[src/rtl/k_counter_if.sv]
// Handshake bundle between the DPLL phase detector side and the K-counter loop filter.
// The master drives the tick/error/modulus inputs; the slave returns the pulses and lock status.
interface k_counter_if;
  logic       en;
  logic       dn_up;
  logic [3:0] k_mod;
  logic       inc;
  logic       dec;
  logic       lock;

  modport master (
    output en,
    output dn_up,
    output k_mod,
    input  inc,
    input  dec,
    input  lock
  );

  modport slave (
    input  en,
    input  dn_up,
    input  k_mod,
    output inc,
    output dec,
    output lock
  );
endinterface

[src/rtl/k_counter.sv]
// Random-walk K-counter loop filter: modulo-K up/down integrators emitting inc/dec pulses,
// plus a windowed net-pulse measurement that drives a registered lock flag.
module k_counter #(
  parameter int K_WIDTH   = 8,
  parameter int WIN_WIDTH = 10,
  parameter int LOCK_TOL  = 2
) (
  input  logic        clk,
  input  logic        reset,
  k_counter_if.slave  bus
);

  localparam int KA_W  = $clog2(K_WIDTH + 1);
  localparam int NET_W = WIN_WIDTH + 2;

  localparam logic [31:0]             KW_U    = K_WIDTH;
  localparam logic [K_WIDTH:0]        ONE_K   = (K_WIDTH + 1)'(1);
  localparam logic signed [NET_W-1:0] NET_MAX = {1'b0, {(NET_W-1){1'b1}}};
  localparam logic signed [NET_W-1:0] NET_MIN = {1'b1, {(NET_W-1){1'b0}}};
  localparam logic signed [NET_W-1:0] TOL_P   = NET_W'(LOCK_TOL);
  localparam logic signed [NET_W-1:0] TOL_N   = -TOL_P;

  logic [KA_W-1:0]         k_act;
  logic [KA_W-1:0]         k_act_nxt;
  logic [K_WIDTH:0]        k_full;
  logic [K_WIDTH-1:0]      k_lim;
  logic [K_WIDTH-1:0]      up_cnt;
  logic [K_WIDTH-1:0]      dn_cnt;
  logic [WIN_WIDTH-1:0]    win_cnt;
  logic signed [NET_W-1:0] net;
  logic signed [NET_W-1:0] delta;
  logic signed [NET_W-1:0] net_sat;
  logic                    up_term;
  logic                    dn_term;
  logic                    win_end;
  logic                    net_ok;
  logic                    inc_r;
  logic                    dec_r;
  logic                    lock_r;

  always_comb begin
    k_act_nxt = KA_W'(K_WIDTH);
    if (bus.k_mod < 4'd2) begin
      k_act_nxt = KA_W'(2);
    end else if (32'(bus.k_mod) > KW_U) begin
      k_act_nxt = KA_W'(K_WIDTH);
    end else begin
      k_act_nxt = KA_W'(bus.k_mod);
    end
  end

  // Terminal uses >= so shrinking the modulus wraps an over-range count on its next tick.
  assign k_full  = (ONE_K << k_act) - ONE_K;
  assign k_lim   = k_full[K_WIDTH-1:0];
  assign up_term = bus.en & ~bus.dn_up & (up_cnt >= k_lim);
  assign dn_term = bus.en &  bus.dn_up & (dn_cnt >= k_lim);
  assign win_end = bus.en & (&win_cnt);

  always_comb begin
    delta = '0;
    if (inc_r) begin
      delta = NET_W'(1);
    end else if (dec_r) begin
      delta = '1;
    end
  end

  always_comb begin
    net_sat = net + delta;
    if (inc_r && (net == NET_MAX)) begin
      net_sat = net;
    end else if (dec_r && (net == NET_MIN)) begin
      net_sat = net;
    end
  end

  assign net_ok = (net <= TOL_P) && (net >= TOL_N);

  always_ff @(posedge clk or posedge reset) begin
    if (reset) begin
      k_act   <= KA_W'(K_WIDTH);
      up_cnt  <= '0;
      dn_cnt  <= '0;
      win_cnt <= '0;
      net     <= '0;
      inc_r   <= 1'b0;
      dec_r   <= 1'b0;
      lock_r  <= 1'b0;
    end else begin
      k_act <= k_act_nxt;
      if (bus.en && !bus.dn_up) begin
        up_cnt <= up_term ? '0 : up_cnt + K_WIDTH'(1);
      end
      if (bus.en && bus.dn_up) begin
        dn_cnt <= dn_term ? '0 : dn_cnt + K_WIDTH'(1);
      end
      inc_r <= up_term;
      dec_r <= dn_term;
      if (bus.en) begin
        win_cnt <= win_cnt + WIN_WIDTH'(1);
      end
      // A pulse coinciding with the window end seeds the next window rather than closing this one.
      if (win_end) begin
        lock_r <= net_ok;
        net    <= delta;
      end else begin
        net    <= net_sat;
      end
    end
  end

  assign bus.inc  = inc_r;
  assign bus.dec  = dec_r;
  assign bus.lock = lock_r;

endmodule
[src/flat_wrapper.sv]
// flat-port wrapper written by rule: the top's interface ports become plain ports
module k_counter_flat 
#(
  parameter int K_WIDTH   = 8,
  parameter int WIN_WIDTH = 10,
  parameter int LOCK_TOL  = 2
)
  (clk, reset, bus_en, bus_dn_up, bus_k_mod, bus_inc, bus_dec, bus_lock);
  k_counter_if bus_i ();
  input  logic clk;
  input  logic reset;
  input wire logic [$bits(bus_i.en)-1:0] bus_en;
  input wire logic [$bits(bus_i.dn_up)-1:0] bus_dn_up;
  input wire logic [$bits(bus_i.k_mod)-1:0] bus_k_mod;
  output wire logic [$bits(bus_i.inc)-1:0] bus_inc;
  output wire logic [$bits(bus_i.dec)-1:0] bus_dec;
  output wire logic [$bits(bus_i.lock)-1:0] bus_lock;
  assign bus_i.en = bus_en;
  assign bus_i.dn_up = bus_dn_up;
  assign bus_i.k_mod = bus_k_mod;
  assign bus_inc = bus_i.inc;
  assign bus_dec = bus_i.dec;
  assign bus_lock = bus_i.lock;
  k_counter #(.K_WIDTH(K_WIDTH), .WIN_WIDTH(WIN_WIDTH), .LOCK_TOL(LOCK_TOL)) u_core (.clk(clk), .reset(reset), .bus(bus_i));
endmodule
[config.mk]
export PLATFORM = sky130hd
export DESIGN_NAME = k_counter_flat
export DESIGN_NICKNAME = d
export VERILOG_FILES = /design/src/rtl/k_counter_if.sv /design/src/rtl/k_counter.sv /design/src/flat_wrapper.sv
export SDC_FILE = /design/constraint.sdc
export NUM_CORES = 1
export LEC_CHECK = 0
export ABC_AREA = 1
export BUFFER_PORTS_ARGS = -buffer_cell sky130_fd_sc_hd__buf_2
export CAP_MARGIN = 5
export CORE_MARGIN = 2
export CORE_UTILIZATION = 69
export CTS_BUF_LIST = sky130_fd_sc_hd__clkbuf_4 sky130_fd_sc_hd__clkbuf_8
export DETAILED_ROUTE_END_ITERATION = 10
export PLACE_DENSITY = 0.87
export SYNTH_ARGS = -nofsm -noshare
export SYNTH_HDL_FRONTEND = slang
export SYNTH_SLANG_ARGS = --single-unit
export TNS_END_PERCENT = 5
[constraint.sdc]
create_clock -name clk -period 4 [get_ports clk]
set_input_delay 0.2 -clock clk [delete_from_list [all_inputs] [get_ports clk]]
set_output_delay 0.2 -clock clk [all_outputs]
set_load 0.02 [all_outputs]
# Yosys cells after proc, flatten, opt, wreduce, memory -nomap -nowiden
# Index checks and enable logic that the tools add are counted.
[classes] n_bitwise=6 eq_ne=4 n_reduce_logical=8 n_mux=9 shift=1 add_sub_neg=5 magnitude_cmp=6
[ops] op="$mux W12" count=5
[ops] op="$eq A12 B12 Y1 const B" count=2
[ops] op="$add A8 B1 Y8 const B" count=2
[ops] op="$ge A8 B8 Y1" count=2
[ops] op="$mux W8" count=2
[ops] op="$add A12 B12 Y12" count=1
[ops] op="$ge A12 B2 Y1 const B" count=1
[ops] op="$le A12 B3 Y1 const B" count=1
[ops] op="$add A10 B1 Y10 const B" count=1
[ops] op="$reduce_and A10 Y1" count=1
[ops] op="$mux W4" count=2
[ops] op="$shl A1 B4 Y8 const A" count=1
[ops] op="$sub A8 B1 Y8 const B" count=1
[ops] op="$and A1 B1 Y1" count=5
[ops] op="$logic_and A1 B1 Y1" count=5
[ops] op="$gt A4 B4 Y1 const B" count=1
[ops] op="$lt A4 B2 Y1 const B" count=1
[ops] op="$ne A2 B1 Y1 const B" count=2
[ops] op="$reduce_and A2 Y1" count=1
[ops] op="$logic_not A1 Y1" count=1
[ops] op="$not A1 Y1" count=1
[word_totals] reg_bits=45 inputBits=8 output_inout_bits=3

# Depth between registers and ports, before layout
# Gate-level depths: netlist of the first run.
[logic_depth] ltp_word=6 depth_mapped=16 depth_no_buf=16

# Worst setup path before layout of the first run
# OpenSTA, ideal clock, no wires.
[synth_path] kind="register to register" start="register u_core.inc_r (netlist: u_core.bus.inc)" end="register u_core.net[11]" setup_ns=0.119 n_path_buf=0 synth_period_minus_slack_ns=2.196 path_slack_ns=1.804 stages_incl_launch_ff=13 arrival_ns=2.077 path_cell_list="dfrtp_1 -> inv_1 -> nand2_1 -> inv_1 -> ha_1 -> nand2_1 -> o21ai_0 -> nand3_1 -> nand4_1 -> nand2_1 -> nand2_1 -> nand3_1 -> and2_1"
[synth_via] elab_chain_len=5 word_cells_on_any_way=8 classes_between="1 x add/sub; 1 x eq/ne; 4 x mux; 2 x reduce/logical"
[synth_rtl] element="start, declared" line_no="k_counter.sv:37" source="logic inc_r;"
[synth_rtl] element="start signal, assigned" line_no="k_counter.sv:97" source="inc_r <= up_term;"
[synth_rtl] element="$mux W12" line_no="k_counter.sv:61" source="if (inc_r) begin"
[synth_rtl] element="$add A12 B12 Y12" line_no="k_counter.sv:69" source="net_sat = net + delta;"
[synth_rtl] element="$mux W12" line_no="k_counter.sv:72" source="end else if (dec_r && (net == NET_MIN)) begin"
[synth_rtl] element="$mux W12" line_no="k_counter.sv:70" source="if (inc_r && (net == NET_MAX)) begin"
[synth_rtl] element="$mux W12" line_no="k_counter.sv:103" source="if (win_end) begin"
[synth_rtl] element="end signal, assigned" line_no="k_counter.sv:105" source="net <= delta;"
[synth_rtl] element="end signal, assigned" line_no="k_counter.sv:107" source="net <= net_sat;"
[synth_rtl] element="end, declared" line_no="k_counter.sv:30" source="logic signed [NET_W-1:0] net;"
# Several ways; a longest one is shown, not always the timed one. The select of a mux whose other input is x is not followed.
# A chain may end at the register's enable or synchronous reset.

# Final worst setup path of the first run
[layout_path] start="register u_core.k_act[2]" end="register u_core.up_cnt[5]"
[layout_via] elab_chain_len=5
[layout_rtl] element="start, declared" line_no="k_counter.sv:23" source="logic [KA_W-1:0] k_act;"
[layout_rtl] element="start signal, assigned" line_no="k_counter.sv:81" source="k_act <= KA_W'(K_WIDTH);"
[layout_rtl] element="start signal, assigned" line_no="k_counter.sv:90" source="k_act <= k_act_nxt;"
[layout_rtl] element="$shl A1 B4 Y8" line_no="k_counter.sv:53" source="assign k_full = (ONE_K << k_act) - ONE_K;"
[layout_rtl] element="$sub A8 B1 Y8" line_no="k_counter.sv:53"
[layout_rtl] element="$ge A8 B8 Y1" line_no="k_counter.sv:55" source="assign up_term = bus.en & ~bus.dn_up & (up_cnt >= k_lim);"
[layout_rtl] element="$and A1 B1 Y1" line_no="k_counter.sv:55"
[layout_rtl] element="named net u_core.up_term" line_no="k_counter.sv:33" source="logic up_term;"
[layout_rtl] element="$mux W8" line_no="k_counter.sv:92" source="up_cnt <= up_term ? '0 : up_cnt + K_WIDTH'(1);"
[layout_rtl] element="end signal, assigned" line_no="k_counter.sv:92"
[layout_rtl] element="end, declared" line_no="k_counter.sv:27" source="logic [K_WIDTH-1:0] up_cnt;"
# The timed path passes the listed nets, and every way through them passes these cells.

==> metrics.md, run 1 <==
| Metric | Value |
|---|---|
| Mapped Cells | 399 |
| Area Overhead vs Synth | 6.62% |
| Drt first-iter violations | 132 |
| Port Buf Inserts | 10 |
| TritonRoute pass-1 iters | 4 |
| Post-synthesis sequential area ratio | 36.2% |
| CTS Hold Bufs | 0 |
| Asr flop ratio synth | 100% |
| Fin crit period | 2.52 ns |
| CTS tree | done |
| Vias after detailed routing | 2578 |
| Die height | 71.2 um |
| Post-DP HPWL | 4.68 mm |
| Gr usage total | 26.4% |
| Post-CTS resize count | 0 |
| Residual DRC | 0 |
| Post-route clock period utilization | 63.0% |
| CP Data Arrival Time | 2.70 ns |
| Worst r2r src | u_core.k_act[2] |
| Share of the synthesized area in the top cell type | 35.3% |
| Max Cap Viol | 0 |
| DR vias/cell | 5.54 |
| Final hold slack | 0.0290 ns |
| Crit path to | u_core.up_cnt[5] |
| Final Instance Area | 3320 um^2 |
| Initial antenna violation count | 0 |
| Worst Max-Slew Pin Slew | 0.923 ns |
| Area of the core | 4350 um^2 |
| Worst R2R Path Depth | 14 |
| # setup viols final | 0 |
| Total Routed Length | 5.98 mm |
| Final Hold Viols | 0 |
| Core Rows | 24 |
| PD cells | 507 nW/um^2 |
| Largest cells by area after synthesis | dfrtp_1 (35%), ha_1 (11%), nand2_1 (8.4%) |
| Number of synthesized flops with an enable pin | 0 |
| Post-CTS Setup Inserts | 0 |
| Starting Density | 71.6% |
| Yosys cell types | 37 |
| Antenna diodes | 0 |
| Synthesized area | 3120 um^2 |
| Die X | 71.2 um |
| Top cells by count, synth | nand2_1 (70), nor2_1 (51), inv_1 (48) |
| DP Area | 3210 um^2 |
| TNS Setup | 0 ns |
| Final Net Count | 448 |
| RSZ-0062 raised after global routing | no |
| Slew HR | 38.4% |
| Post-synthesis register bit count | 45 |
| Status | complete, no violations |
| First element of the critical path | u_core.k_act[2] |
| Fmax | 0.397 GHz |
| Num CTS Buffers | 5 |
| Layout cells sized above 1 | 10.7% |
| Reg2Reg Capture Point | u_core.up_cnt[5] |
| Sequential Area | 1130 um^2 |
| LEAKAGE | 1.72 nW |
| Max Slew Vio Count | 0 |
| Predominant post-synthesis flop cell | dfrtp_1 |
| Pin count of the biggest net entering global routing | 46 |
| Area occupied by multi-input gates | 1770 um^2 |
| Crit-path max FO | 7 |
| Design Power | 1.68 mW |
| Synth warn | 0 |
| Fillers | 338 |
| Worst VDD drop | 0.438 mV |
| Crit start category | register |
| H-tree levels | 2 |
| Grt ovf | 0 |
| Vias in the first global route | 2506 |
| Clock root cell | clkbuf_8 |
| Clk buf depth | 2 |
| Most common cell in the netlist | nand2_1 |
| First-pass GRT wire length | 10.6 mm |
| Clock-pin slew on the worst setup and hold paths | 0.08 ns |
| Mapped Avg Cell Area | 7.81 um^2 |
| Cell taking the most area after synthesis | dfrtp_1 |
| R2R Setup Slk | 1.48 ns |
| WL/cell | 12.9 um |
| Detail Route Antenna Nets | 0 |
| Total die area | 5070 um^2 |
| Ports | 11 |
| Post-Syn Nets | 435 |
| Sink Count | 45 |
| RePlAce Congestion | 0.893 |
| Hold Crit Class | input port to register |
| CP required | 4.18 ns |
| Endpoint type of the worst setup path | register |
| Clock Skew | 0.0114 ns |
| Clk_lat worst skew | 0.30 ns |
| CP Class | register to register |
[registers in the layout (all words and copies together), names as in the netlist]
register,count
u_core.win_cnt,10
u_core.k_act,4
u_core.net,12
u_core.dn_cnt,8
u_core.bus.inc,1
u_core.bus.lock,1
u_core.bus.dec,1
u_core.up_cnt,8
[metrics by stage]
stage	worst slack, ns	util, %	cells
floorplan	1.80	-	399
global placement	1.57	73.7	457
detailed placement	1.51	73.7	457
CTS	1.49	76.4	465
global route	1.20	76.4	465
finish	1.48	76.4	465
[power breakdown]
part	internal (mW)	switching, mW	total [mW]
Clock	0.194	0.155	0.349
Combinational	0.254	0.338	0.592
Sequential	0.593	0.151	0.744
[worst min path at each step]
stage | start | to | slack (ns) | depth (start not counted)
after floorplan | bus_k_mod[3] | u_core.k_act[1] | 0.26 | 1
after global placement | bus_k_mod[3] | u_core.k_act[3] | 0.33 | 1
after detailed placement | bus_k_mod[3] | u_core.k_act[3] | 0.34 | 1
after CTS | bus_k_mod[3] | u_core.k_act[3] | 0.02 | 1
after global routing | bus_k_mod[3] | u_core.k_act[3] | 0.02 | 1
final | bus_k_mod[3] | u_core.k_act[3] | 0.03 | 1
[critical path, cell delays in order, from the launching register on]
cell	delay, ns
dfrtp_1	0.43
nor2_2	0.26
nand3_1	0.13
ha_1	0.34
ha_1	0.27
a21boi_0	0.15
o21ai_0	0.09
nand2_1	0.06
nand2_1	0.05
nand2_1	0.06
nand3_1	0.06
nor2_1	0.11
nor2_2	0.08
nor2_4	0.22
nor2_1	0.08
[per-layer routing]
layer | up-vias | GRT usage, % | routed length, um
met2 | 35 | 47.4 | 3050
met5 | - | 0 | 0
li1 | 1335 | - | -
met3 | 9 | 4.92 | 151
met1 | 1199 | 32.1 | 2670
met4 | 0 | 7.97 | 105
[area by class of cell]
class                           instances  share of cell area, %
Timing Repair Buffer                   10                   1.51
Inverter                               52                   5.87
Clock inverter                          2                   1.17
Sequential cell                        45                   33.9
Tap cell                               52                   1.96
Clock buffer                            6                   2.30
Multi-Input combinational cell        298                   53.3
[kinds of logic (layout without fill, tap and decap cells)]
| group | after synthesis | in the layout | synth area share [%] |
|---|---|---|---|
| flops | 45 | 45 | 36.2 |
| compound gates | 48 | 48 | 8.87 |
| fa+ha+maj | 29 | 29 | 11.8 |
| simple gates | 195 | 195 | 28.9 |
| buf+inv | 56 | 70 | 7.02 |
| xor+xnor | 26 | 26 | 7.30 |
[cell usage in the layout, fill, tap and decap left out, types with 3 or more instances in the layout]
| cell | instances |
|---|---|
| dfrtp_1 | 44 |
| nand4_1 | 11 |
| o21a_1 | 3 |
| nor2_4 | 3 |
| inv_2 | 5 |
| a21oi_1 | 22 |
| inv_1 | 47 |
| nand2_1 | 70 |
| buf_2 | 10 |
| nand3_1 | 32 |
| nor2_2 | 8 |
| nand3_2 | 4 |
| nor2_1 | 51 |
| nor3_1 | 8 |
| a21boi_0 | 3 |
| xnor2_1 | 8 |
| clkbuf_8 | 5 |
| ha_1 | 27 |
| xor2_1 | 18 |
| o21ai_0 | 13 |
No activity file was read; power rests on OpenSTA's default activity.
==> run 2, diff against run 1 <==
--- a/config.mk
+++ b/config.mk
@@ -9,10 +9,10 @@
 export BUFFER_PORTS_ARGS = -buffer_cell sky130_fd_sc_hd__buf_2
 export CAP_MARGIN = 5
 export CORE_MARGIN = 2
-export CORE_UTILIZATION = 69
+export CORE_UTILIZATION = 64
 export CTS_BUF_LIST = sky130_fd_sc_hd__clkbuf_4 sky130_fd_sc_hd__clkbuf_8
 export DETAILED_ROUTE_END_ITERATION = 10
-export PLACE_DENSITY = 0.87
+export PLACE_DENSITY = 0.82
 export SYNTH_ARGS = -nofsm -noshare
 export SYNTH_HDL_FRONTEND = slang
 export SYNTH_SLANG_ARGS = --single-unit
==> constraint.sdc (replaced) <==
create_clock -name clk -period 2.4 [get_ports clk]
set_input_delay 0.12 -clock clk [delete_from_list [all_inputs] [get_ports clk]]
set_output_delay 0.12 -clock clk [all_outputs]
set_load 0.02 [all_outputs]
==> metrics.md, run 2 (synthesis gave the netlist of run 1 again) <==
| Metric | Value |
|---|---|
| DR vias/cell | 5.45 (-1.7%) |
| Design Power | 2.79 mW (+65%) |
| Residual DRC | 0 (unchanged) |
| Port Buf Inserts | 10 (unchanged) |
| PD cells | 795 nW/um^2 (+57%) |
| Biggest regs | u_core.net (12), u_core.win_cnt (10) |
| Antenna diodes | 0 (unchanged) |
| Max Slew Vio Count | 0 (unchanged) |
| RSZ-0062 raised after global routing | yes |
| # setup viols final | 0 (unchanged) |
| Clock root cell | clkbuf_8 |
| Switching Share | 40.9% (+2.7 points) |
| Final Hold Viols | 0 (unchanged) |
| Detail Route Antenna Nets | 0 (unchanged) |
| Initial antenna violation count | 0 (unchanged) |
| Reg2Reg Capture Point | u_core.up_cnt[4] |
| Final Instance Area | 3500 um^2 (+5.4%) |
| Levels on crit path | 16 (+2) |
| Post-DP HPWL | 5.16 mm (+10%) |
| CTS tree | done |
| Status | complete, no violations |
| Crit start category | register |
| Die height | 73.8 um (+3.6%) |
| Crit-path max FO | 7 (unchanged) |
| Slew HR | 45.9% (+7.5 points) |
| Final hold slack | 0.0600 ns (+0.0310 ns) |
| Worst r2r src | u_core.k_act[3] |
| Starting Density | 66.0% (-5.6 points) |
| Worst R2R Path Depth | 16 (+2) |
| Crit-path most repeated cell | nand2_1 |
| Largest register FFs | 12 (unchanged) |
| CP Data Arrival Time | 2.47 ns (-0.23 ns) |
| Internal | 1.65 mW (+58%) |
| Total die area | 5450 um^2 (+7.4%) |
| Area of the core | 4720 um^2 (+8.5%) |
| Die X | 73.8 um (+3.6%) |
| RePlAce Congestion | 0.921 (+3.2%) |
| First-pass GRT wire length | 11.3 mm (+6.5%) |
| Total Routed Length | 6.85 mm (+15%) |
| WL/cell | 13.9 um (+8.1%) |
| Hold Crit Class | input port to register |
| DP Area | 3280 um^2 (+2.2%) |
| # placed instances | 479 (+4.8%) |
| Pin count of the biggest net entering global routing | 25 (-46%) |
| Sink Count | 45 (unchanged) |
| Num CTS Buffers | 5 (unchanged) |
| Post-route setup slack | 0.120 ns (-1.36 ns) |
| H-tree levels | 2 (unchanged) |
| Pre-CTS WS | 0.0719 ns (-1.43 ns) |
| Layout cells sized above 1 | 16.2% (+5.5 points) |
| Fmax | 0.439 GHz (+10%) |
| Switch Pwr | 1.14 mW (+77%) |
| Vias after detailed routing | 2688 (+4.3%) |
| Commonest non-fill, non-tap cell in the layout | nand2_1 |
| CP Class | register to register |
| Finished Layout Cells | 493 (+6.0%) |
| Max Cap Viol | 0 (unchanged) |
| Clock-pin slew on the worst setup and hold paths | 0.09 ns (about the same) |
| LEAKAGE | 1.74 nW (+1.6%) |
| R2R Setup Slk | 0.12 ns (-1.36 ns) |
| Post-route clock period utilization | 95.0% (+32 points) |
| Clk buf depth | 2 (unchanged) |
| Fin crit period | 2.28 ns (-0.239 ns) |
| Vias in the first global route | 2601 (+3.8%) |
| Clock Skew | 0.0112 ns (-0.000213 ns) |
| Final Net Count | 461 (+2.9%) |
| Worst Max-Slew Pin Slew | 0.806 ns (-0.117 ns) |
| Most frequent cells in the layout | nand2_1 (69), nor2_1 (47), inv_1 (46) |
| First element of the critical path | u_core.k_act[3] |
| Clock power frac | 17.0% (-3.7 points) |
| Sequential power share | 45.2% (+1.0 points) |
| Worst VDD drop | 0.490 mV (+12%) |
| Clk_lat worst skew | 0.30 ns (about the same) |
| CP max stage cell | dfstp_2 |
| Core Rows | 25 (+4.2%) |
| Ports | 11 (unchanged) |
| Area Overhead vs Synth | 12.4% |
| Hold path start | bus_k_mod[1] |
| Combinational Power Share | 37.9% (+2.8 points) |
| CP required | 2.59 ns (-1.59 ns) |
| Drt first-iter violations | 137 (+3.8%) |
| Cell family with most CP delay | simple AND/OR/NAND/NOR gates |
| Critical-path cell list | inv_4, nand3_4, ha_4, inv_1, a21oi_2, nor2_2, ha_1, o21ai_0, nand2_1, nand2_1, nand2_1, nand3_1, nor2_1, nor2_2, nor2_4, nor2_1 |
| Gr usage total | 26.7% (+0.39 points) |
| Endpoint type of the worst setup path | register |
| Buf/Inv on CP | 2 (+2) |
| Grt ovf | 0 (unchanged) |
| CP peak stage delay | 0.58 ns (+0.15 ns) |
| TritonRoute pass-1 iters | 4 (unchanged) |
| Largest Register | u_core.net |
| Crit path to | u_core.up_cnt[4] |
-- run 2: cell types whose count changed in the layout (fill, tap and decap cells not counted), sizes merged --
cell         delta
clkbuf          -1
dlygate4sd3     +3
buf             +9
bufinv          -1
inv             -2
clkinvlp        +5
-- run 2: what timing repair did --
action	4_1_cts	5_1_grt
endpoints found under the hold margin	23	1
resized for setup	0	26
setup buffers	0	2
hold buffers	2	1
endpoints found under the setup margin	0	30
-- run 2: how the worst min path moves through the flow --
| stage | endpoint | cells past startpoint |
|---|---|---|
| floorplan | u_core.k_act[1] | 1 |
| global placement | u_core.win_cnt[1] | 2 |
| detailed placement | u_core.up_cnt[6] | 2 |
| CTS | u_core.k_act[1] | 2 |
| global route | u_core.k_act[1] | 3 |
| finish | u_core.k_act[1] | 3 |
-- run 2: through the flow --
stage	util, %	TNS, ns
final	74.2	0
after global routing	74.2	-0.208
after CTS	71.8	0
after detailed placement	69.5	0
after global placement	69.5	0
after floorplan	-	0
-- run 2: worst min-delay path, cell delays in order --
cell and delay, ns:
buf_2 0.11, inv_1 0.05, a21oi_1 0.05
-- run 2: per-layer routing --
metal  track usage (%)  up-vias  part of all wire, %
li1                  -     1359                    -
met1              32.9     1268                   43
met4              9.70        0                  1.9
met2              46.9       47                   53
met3              4.39       14                  2.6
met5                 0        -                    0
-- run 2: cell type report --
type | count | area (um^2)
multi-input cells | 298 | 1840
inverters | 52 | 201
well taps | 67 | 83.8
fillers | 377 | 1220
flip-flops and latches | 45 | 1130
repair buffers | 22 | 148
clock inverters | 3 | 22.5
repair inverters | 1 | 7.51
clock buffers | 5 | 68.8
-- run 2: power by group through the flow --
stage	clock (mW)	combinational (mW)	sequential (mW)
CTS	0.484	1.02	1.25
floorplan	0	0.817	1.18
finish	0.473	1.06	1.26
detailed placement	0	1.00	1.26
global placement	0	0.963	1.25
global route	0.516	1.22	1.29
